--- src/rtl/countdown_timer.sv ---
// MM:SS.cc countdown timer with 100 Hz decrement, BCD display output and timed alarm.
// Optional build macro COUNTDOWN_AUTO_RELOAD_EN: pulse done/alarm at zero, reload preset and keep running.
module countdown_timer #(
    parameter int ALARM_TICKS = 300,
    parameter int ALARM_W     = 9
) (
    input  logic        clk,
    input  logic        rst,
    input  logic        tick,
    input  logic        start_stop,
    input  logic        load,
    input  logic [23:0] preset,
    output logic [23:0] digits,
    output logic        running,
    output logic        done,
    output logic        alarm
);

    typedef enum logic [1:0] {IDLE, RUN, PAUSE, DONE} state_t;

    state_t             state, state_n;
    logic [23:0]        digits_n, preset_q, preset_n;
    logic [ALARM_W-1:0] acnt, acnt_n;
    logic               alarm_n, done_n, running_n;
    logic               ss_q, press;

    // Clamp each nibble to the largest legal value for its digit position
    function automatic logic [23:0] saturate(input logic [23:0] p);
        logic [23:0] r;
        for (int unsigned i = 0; i < 6; i++) begin
            if (i == 3 || i == 5)
                r[i*4 +: 4] = (p[i*4 +: 4] > 4'd5) ? 4'd5 : p[i*4 +: 4];
            else
                r[i*4 +: 4] = (p[i*4 +: 4] > 4'd9) ? 4'd9 : p[i*4 +: 4];
        end
        return r;
    endfunction

    function automatic logic [23:0] bcd_dec(input logic [23:0] d);
        logic [23:0] r;
        logic        b;
        r = d;
        b = 1'b1;
        for (int unsigned i = 0; i < 6; i++) begin
            if (b) begin
                if (d[i*4 +: 4] == 4'd0) begin
                    r[i*4 +: 4] = (i == 3 || i == 5) ? 4'd5 : 4'd9;
                end else begin
                    r[i*4 +: 4] = d[i*4 +: 4] - 4'd1;
                    b = 1'b0;
                end
            end
        end
        return r;
    endfunction

    assign press = start_stop & ~ss_q;

    always_comb begin
        state_n  = state;
        digits_n = digits;
        preset_n = preset_q;
        acnt_n   = acnt;
        alarm_n  = alarm;
        done_n   = 1'b0;

        if (load && state != RUN) begin
            preset_n = saturate(preset);
            digits_n = saturate(preset);
            state_n  = IDLE;
            alarm_n  = 1'b0;
        end else if (press) begin
            case (state)
                IDLE:    if (digits != '0) state_n = RUN;
                RUN:     state_n = PAUSE;
                PAUSE:   state_n = RUN;
                DONE: begin
                    state_n  = IDLE;
                    digits_n = preset_q;
                    alarm_n  = 1'b0;
                end
                default: state_n = IDLE;
            endcase
        end else if (tick) begin
            if (state == RUN) begin
                if (digits == 24'h000001) begin
`ifdef COUNTDOWN_AUTO_RELOAD_EN
                    digits_n = preset_q;
                    done_n   = 1'b1;
                    alarm_n  = 1'b1;
`else
                    digits_n = '0;
                    state_n  = DONE;
                    alarm_n  = 1'b1;
                    acnt_n   = '0;
`endif
                end else begin
                    digits_n = bcd_dec(digits);
                end
            end else if (state == DONE && alarm) begin
                if (acnt == ALARM_W'(ALARM_TICKS - 1))
                    alarm_n = 1'b0;
                else
                    acnt_n = acnt + 1'b1;
            end
        end

`ifdef COUNTDOWN_AUTO_RELOAD_EN
        // Alarm is only ever a single-clk pulse alongside done
        alarm_n = done_n;
`else
        done_n = (state_n == DONE);
`endif
        running_n = (state_n == RUN);
    end

    always_ff @(posedge clk or negedge rst) begin
        if (!rst) begin
            state    <= IDLE;
            digits   <= '0;
            preset_q <= '0;
            acnt     <= '0;
            alarm    <= 1'b0;
            done     <= 1'b0;
            running  <= 1'b0;
            ss_q     <= 1'b0;
        end else begin
            state    <= state_n;
            digits   <= digits_n;
            preset_q <= preset_n;
            acnt     <= acnt_n;
            alarm    <= alarm_n;
            done     <= done_n;
            running  <= running_n;
            ss_q     <= start_stop;
        end
    end

endmodule

--- config.mk ---
export PLATFORM = sky130hd
export DESIGN_NAME = countdown_timer
export DESIGN_NICKNAME = d
export VERILOG_FILES = /design/src/rtl/countdown_timer.sv
export SDC_FILE = /design/constraint.sdc
export NUM_CORES = 1
export LEC_CHECK = 0
export ABC_AREA = 1
export BUFFER_PORTS_ARGS = -buffer_cell sky130_fd_sc_hd__buf_4
export CAP_MARGIN = 20
export CORE_MARGIN = 3
export CORE_UTILIZATION = 45
export DETAILED_ROUTE_END_ITERATION = 8
export HOLD_SLACK_MARGIN = 0.08
export MAX_ROUTING_LAYER = met4
export PLACE_DENSITY = 0.76
export SKIP_LAST_GASP = 1
export SYNTH_ARGS = -nofsm -noshare
export SYNTH_HDL_FRONTEND = slang
export SYNTH_SLANG_ARGS = --single-unit
export TNS_END_PERCENT = 20
--- constraint.sdc ---
create_clock -name clk -period 3.2 [get_ports clk]
set_clock_uncertainty 0.1 [all_clocks]
set_input_delay 0 -clock clk [delete_from_list [all_inputs] [get_ports clk]]
set_output_delay 0 -clock clk [all_outputs]
set_load 0.03 [all_outputs]
==> metrics list, run 1 <==
- IR analysis of the VDD net gives a maximum drop of 0.000510 V.
- Of the post-synthesis cell area, the part taken by muxes is 0%.
- Worst-path fanout max: 25
- The filler cells instantiated in the layout total 693.
- Number of global-route vias before repair: 3599
- Antenna violations before repair: 1
- Final design instance area without fill: 4940 um^2
* Row cnt: 32
- DRC violation count after routing: 0
* Crit start category: flop
- Clock transition time at the flip-flop clock pins of the worst setup and hold paths: 0.07 ns
- Synthesized netlist cell count: 507
* Master of the slowest instance on the critical path: sky130_fd_sc_hd__dlygate4sd3_1
- Detailed placement ended at an HPWL of 6.59 mm.
* Leak Pwr: 2.50 nW
- Using the TritonRoute via totals, the vias-per-cell ratio works out to 5.18.
- Post-Synthesis Cell Area: 3750 um^2
- Placer Congestion: 0.949
* Count of buffering cells on the critical path with inverters included: 4
* Area share of the largest cell type after synthesis: 42.0%
- The largest total area in the synthesized netlist belongs to sky130_fd_sc_hd__dfrtp_1.
- Clock tree synthesis inserted a total of 9 buffers.
- The region available for standard cell placement spans 7930 um^2.
- The count of buffers added on input and output ports is 55.
- Synthesis inferred 63 register bits.
- Stage delay of the slowest cell on the critical path: 0.61 ns
- Once detail routing completed, the nets flagged for antenna violations numbered 0.
- Setup violations remaining at the end of the flow were counted as 0.
- Overflow left after global routing: 0
- Fin nets: 655
- Traced cell by cell, the critical path runs through inv_1, nand2_4, nand2_4, clkinvlp_4, nand4_1, dlygate4sd3_1, nand2_1, dlygate4sd3_1.
- Clock buffer depth: 2
* Routed wirelength normalized by instance count: 14.0 um
- Status: finished, final reports clean
- The initial utilization of the core area, before any placement, comes to 47.3%.
* Clk Latency, worst-skew pair: 0.34 ns
* Number of ports placed on the die boundary: 56
* TritonCTS Sinks: 63
* Die height: 97.3 um
- Largest net degree at the start of global routing: 64
* Root buf cell: sky130_fd_sc_hd__clkbuf_8
* Signed area change from the synthesized netlist to the final layout: 31.6%
* Kind of critical path: flop to flop
* Fraction of layout instances using a drive strength above 1: 15.2%
- Measured against its own limit, the worst slew margin works out to 46.0%.
- The tool flagged a number of max-cap violations equal to 0.
- Synthesized-area fraction occupied by ao, oa, aoi and oai cells: 11.7%
* Total of warnings raised by yosys: 0
- The die covers 9470 um^2.
- Endpoint kind of the worst setup timing path: flop
- Based on the critical path, the design can be clocked at up to 0.339 GHz.
* Final worst path period share: 92.1%
* Dominant combinational cell family by area after synthesis: simple AND/OR/NAND/NOR gates
* Library cells used by synthesis: 33
* Total routing usage reported by global routing: 22.3%
- Max-slew violation count: 0
- Worst Path Arrival: 3.07 ns
- The H-tree was split into 3 levels.
* Total wire length after detailed routing: 10.1 mm
- The total count of hold-check failures in the final report came to 0.
- Grouping stages by cell kind, the critical path spends the most delay in buffers and inverters.
- For this block, the via count after detailed routing is 3737.
- Adder-Cell Fraction of Synth Area: 4.00%
- Worst path required time: 3.32 ns
- Synthesized netlist net count: 548
- The min-delay analysis places its worst path in the category input pin to flop.
- After the first detailed-routing iteration, the DRC count stood at 267.
- Portion of the post-synthesis area used by sequential elements: 42.0%
* Placed Area: 4240 um^2
* Post-synthesis share of cell area spent on and, or, nand and nor gates: 30.1%
- Global-route wire length before repair: 16.8 mm
- At the pin with the least slew margin, the transition time is 0.811 ns.
- TritonCTS built the clock tree.
* RSZ-0062 raised after global routing: no
- Area share of xor/xnor cells in the synthesized design: 3.27%
* Power density of the placed cells: 768 nW/um^2
- Averaged over all synthesized cells, the footprint is 7.40 um^2.
- The first detailed-routing pass took 5 iterations.
- Setup total negative slack: 0 ns
- Min cycle time layout: 2.95 ns
- Area contributors post-synth: sky130_fd_sc_hd__dfrtp_1 (42%), sky130_fd_sc_hd__nand2_1 (14%), sky130_fd_sc_hd__o21ai_0 (7.9%)
- Width of the die: 97.3 um
==> Yosys cell counts, drive strengths merged <==
cell      n
o21a      1
nand4     3
nand3b    2
a21oi     9
xnor2     4
dfrtp    63
buf       6
a21boi    4
xor2     10
ha       12
a22oi     1
nand3    48
nor3      4
clkbuf    2
or2       1
o21ai    62
o211ai    3
inv      74
nor2     49
nand2   149
==> placed cells by master (no fill, tap or decap), drive strengths merged <==
cell / instances
dlygate4sd3: 48
nand4: 3
a21oi: 9
o21a: 1
xor2: 10
clkinvlp: 2
ha: 12
a22oi: 1
a21boi: 4
nand3b: 2
diode: 1
o211ai: 3
bufinv: 2
nand2: 149
inv: 73
clkbuf: 12
clkinv: 2
or2: 1
dfrtp: 63
buf: 55
xnor2: 4
nor3: 4
nand3: 48
o21ai: 62
nor2: 49
==> per-stage QoR <==
step	util, %	setup slack (ns)	power, mW	hold slack, ns	std cells
after floorplan	-	1.30	2.43	-0.396	507
after global placement	53.5	0.845	2.91	0.0231	656
after detailed placement	53.5	0.762	2.96	0.0241	656
after CTS	62.1	0.0388	3.77	0.0883	720
after global routing	62.3	0.0638	4.08	0.189	722
final	62.3	0.254	3.79	0.126	722
==> worst register-to-register path: stages, from the launching register on <==
cell and delay, ns:
sky130_fd_sc_hd__dfrtp_1 0.38, sky130_fd_sc_hd__inv_1 0.15, sky130_fd_sc_hd__nand2_4 0.12, sky130_fd_sc_hd__nand2_4 0.28, sky130_fd_sc_hd__clkinvlp_4 0.39, sky130_fd_sc_hd__nand4_1 0.18, sky130_fd_sc_hd__dlygate4sd3_1 0.61, sky130_fd_sc_hd__nand2_1 0.06
sky130_fd_sc_hd__dlygate4sd3_1 0.56
==> power by group <==
part           leakage (nW)  switching, mW  total [mW]  internal (mW)
sequential            0.795          0.213        1.24           1.02
combinational          1.61           1.12        1.81          0.681
clock                 0.104          0.313       0.750          0.437
total                  2.50           1.65        3.79           2.14
==> layout make-up <==
class | instances | area [um^2] | area share, %
Clock buffer | 12 | 135 | 2.74
Inverter | 74 | 287 | 5.80
Sequential cell | 63 | 1580 | 31.9
Antenna cell | 1 | 2.50 | 0.0507
Clock inverter | 4 | 70.1 | 1.42
Timing Repair Buffer | 103 | 893 | 18.1
Multi-Input combinational cell | 362 | 1840 | 37.3
Timing Repair inverter | 1 | 5.00 | 0.101
Tap cell | 102 | 128 | 2.59
==> metal layers <==
metal / part of all wire (%) / wire (um) / up-vias / global-route usage [%]
li1: - / - / 1825 / -
met1: 44 / 4400 / 1755 / 28.9
met2: 49 / 4900 / 135 / 35.0
met3: 5.2 / 522 / 22 / 3.52
met4: 2.5 / 256 / 0 / 9.69
met5: 0 / 0 / - / -
==> cell families after synthesis <==
logic type	count (synthesis)
and+or+nand+nor	256
buffers and inverters	82
AOI/OAI and AO/OA	80
DFF	63
xor gates and xnor gates	14
adders and majority gates	12
==> registers in the layout, summed over array words and instances (netlist names) <==
name      count
digits       24
done          1
alarm         1
running       1
acnt          9
preset_q     24
ss_q          1
state         2
==> path summary, 6_finish.rpt <==
path | from | endpoint | slack (ns) | cells past startpoint
worst min-delay path | preset[14] | digits[13] | 0.13 | 6
worst min register to register | preset_q[15] | preset_q[15] | 0.39 | 2
max in group asynchronous | rst | preset_q[1] | 2.27 | 2
min in group asynchronous | rst | acnt[6] | 0.19 | 2
worst max-delay path | state[1] | preset_q[21] | 0.25 | 8
worst max register to register | state[1] | preset_q[21] | 0.25 | 8
==> repair_timing <==
item,in CTS,in global routing
gates resized for setup,0,1
hold buffers,48,0
hold endpoints to repair,105,0
setup buffers,0,0
endpoints found under the setup margin,0,3
No activity file was read; power rests on OpenSTA's default activity.
==> run 2, diff against run 1 <==
--- a/config.mk
+++ b/config.mk
@@ -8,12 +8,12 @@
 export ABC_AREA = 1
 export BUFFER_PORTS_ARGS = -buffer_cell sky130_fd_sc_hd__buf_4
 export CAP_MARGIN = 20
-export CORE_MARGIN = 3
+export CORE_MARGIN = 2
 export CORE_UTILIZATION = 45
 export DETAILED_ROUTE_END_ITERATION = 8
 export HOLD_SLACK_MARGIN = 0.08
 export MAX_ROUTING_LAYER = met4
-export PLACE_DENSITY = 0.76
+export PLACE_DENSITY = 0.65
 export SKIP_LAST_GASP = 1
 export SYNTH_ARGS = -nofsm -noshare
 export SYNTH_HDL_FRONTEND = slang
==> metrics list, run 2 (same netlist as run 1, synthesis figures left out) <==
- For this run, the total global-route usage over all layers was measured as 23.1%.
* Max_cap viols: 0
- Row cnt: 33
- Along the worst path, the maximum fanout reaches 25.
- Floorplan die area: 9080 um^2
- The analysis attributes to cell leakage a power of 2.52 nW.
- The repair_antennas step left the layout with diodes totalling 0.
* Clk Latency, worst-skew pair: 0.35 ns
* Worst path required time: 3.33 ns
- Registers with the highest flip-flop counts: digits: 24 flops, preset_q: 24 flops, acnt: 9 flops
- The library cell used most frequently in the layout, excluding fill and tap cells, is sky130_fd_sc_hd__nand2_1.
* Die height: 95.3 um
- Clock-pin slew was measured on the worst setup and hold paths at 0.07 ns.
- The tree is rooted in a sky130_fd_sc_hd__clkbuf_8.
- HPWL Detailed: 6.65 mm
- Effective utilization at floorplan: 46.1%
- The critical path is of the flop to flop type.
- In this run the tool buffered the top-level ports with 55 buffer cells.
- The routed layout has 3627 vias.
- The total count of hold-check failures in the final report is 0.
- Routed wirelength normalized by instance count: 13.3 um
- Overflow left after global routing: 0
* Power density of the placed cells: 782 nW/um^2
- 56 I/O pins were placed.
- DRC violation count after routing: 0
* Placer Congestion: 0.867
- Actual slew at the worst max-slew pin: 0.815 ns
* Worst Path Arrival: 2.95 ns
* TritonCTS Sinks: 63
* Utilization after layout: 61.2%
- Via-to-Cell Ratio: 5.00
- TritonCTS built the clock tree.
* Min cycle time layout: 2.82 ns
- Fillcell total: 762
* Status: finished, final reports clean
- Setup Buffers After CTS: 0
- Remaining antenna violation count: 0
* Worst min path class: input pin to flop
- Peak supply drop: 0.000406 V
- Final worst path period share: 88.0%
- CTS buffer count: 9
- Entering global routing, the biggest net connects 64 pins.
- Setup violations remaining at the end of the flow were counted as 0.
- From synthesis to final layout, the design area changed by 32.7%.
- In the final design database the tool counted 656 nets.
- The die is 95.3 um wide.
- Fraction of layout instances using a drive strength above 1: 15.3%
- The pre-antenna-repair detailed-routing pass consisted of 4 iterations.
- The initial antenna violation count is 0.
- For the final routed database, the setup TNS stands at 0 ns.
* Crit start category: flop
* Max_slew headroom: 45.7%
* Number of DRC markers after the initial detailed-route iteration: 152
- Clock buffer depth: 2
- Total wire length after detailed routing: 9.62 mm
- The core region is 8130 um^2.
- In this run the number of H-tree levels came out at 3.
- Endpoint kind of the worst setup timing path: flop
* RSZ-0062 raised after global routing: no
- The via count of the first global-routing pass came to 3494.
- Global-route wire length before repair: 15.8 mm
- Max-slew violation count: 0
- F_max: 0.355 GHz
- Commonest cells after routing, fill and taps aside: sky130_fd_sc_hd__nand2_1 (141), sky130_fd_sc_hd__inv_1 (66), sky130_fd_sc_hd__dfrtp_1 (63)
==> run 2: cell types whose count changed in the layout (fill, tap and decap cells not counted) <==
cell                        before  now
sky130_fd_sc_hd__clkinv_2        2    0
sky130_fd_sc_hd__diode_2         1    0
sky130_fd_sc_hd__clkbuf_8        9   10
sky130_fd_sc_hd__bufinv_16       2    3
sky130_fd_sc_hd__buf_4          55   56
==> run 2: final cells by class <==
type	instances	area (um^2)	share of cell area, %
timing repair inverter	1	5.00	0.101
clock inverter	3	90.1	1.81
timing repair buffer	104	901	18.1
inverter	74	287	5.76
tap	105	131	2.64
multi-input combinational	362	1840	36.9
clock buffer	13	149	2.99
sequential	63	1580	31.7
==> run 2: power breakdown <==
part           internal [mW]  switching (mW)
Combinational          0.686            1.12
Clock                  0.540           0.318
Sequential              1.02           0.207
Total                   2.25            1.64
==> run 2: routing by layer <==
layer	vias up	global-route usage, %	routed length [um]
met5	-	-	0
met2	90	36.3	4550
met1	1688	29.7	4460
li1	1829	-	-
met4	0	8.33	177
met3	20	4.66	431
==> run 2: path summary, 6_finish.rpt <==
check	startpoint	slack, ns	endpoint	cells after the start
setup / recovery	state[1]	0.38	preset_q[21]	8
hold / removal	preset[14]	0.13	digits[13]	6
setup reg to reg	state[1]	0.38	preset_q[21]	8
hold reg to reg	preset_q[15]	0.40	preset_q[15]	2
max in group asynchronous	rst	2.27	digits[22]	2
min in group asynchronous	rst	0.17	acnt[6]	2
==> run 2: critical path, cell delays in order, from the launching register on <==
cell and delay, ns:
sky130_fd_sc_hd__dfrtp_1 0.37, sky130_fd_sc_hd__inv_1 0.14, sky130_fd_sc_hd__nand2_4 0.11, sky130_fd_sc_hd__nand2_4 0.26, sky130_fd_sc_hd__clkinvlp_4 0.35, sky130_fd_sc_hd__nand4_1 0.16, sky130_fd_sc_hd__dlygate4sd3_1 0.60, sky130_fd_sc_hd__nand2_1 0.06
sky130_fd_sc_hd__dlygate4sd3_1 0.55
==> run 2: through the flow <==
step                      power (mW)  cell area (um^2)  std cells  hold WS (ns)  worst slack [ns]
final                           3.89              4980        725         0.132             0.385
after global routing            4.18              4980        725         0.194             0.188
after CTS                       3.90              4970        724         0.117             0.198
after detailed placement        2.97              4250        660        0.0338             0.934
after global placement          2.94              4250        660        0.0313             0.958
after floorplan                 2.43              3750        507        -0.396              1.30
==> run 2: repair_timing <==
action / 4_1_cts / 5_1_grt
resized for setup: 0 / 1
hold buffers: 48 / 0
setup endpoints to repair: 0 / 2
endpoints found under the hold margin: 105 / 0
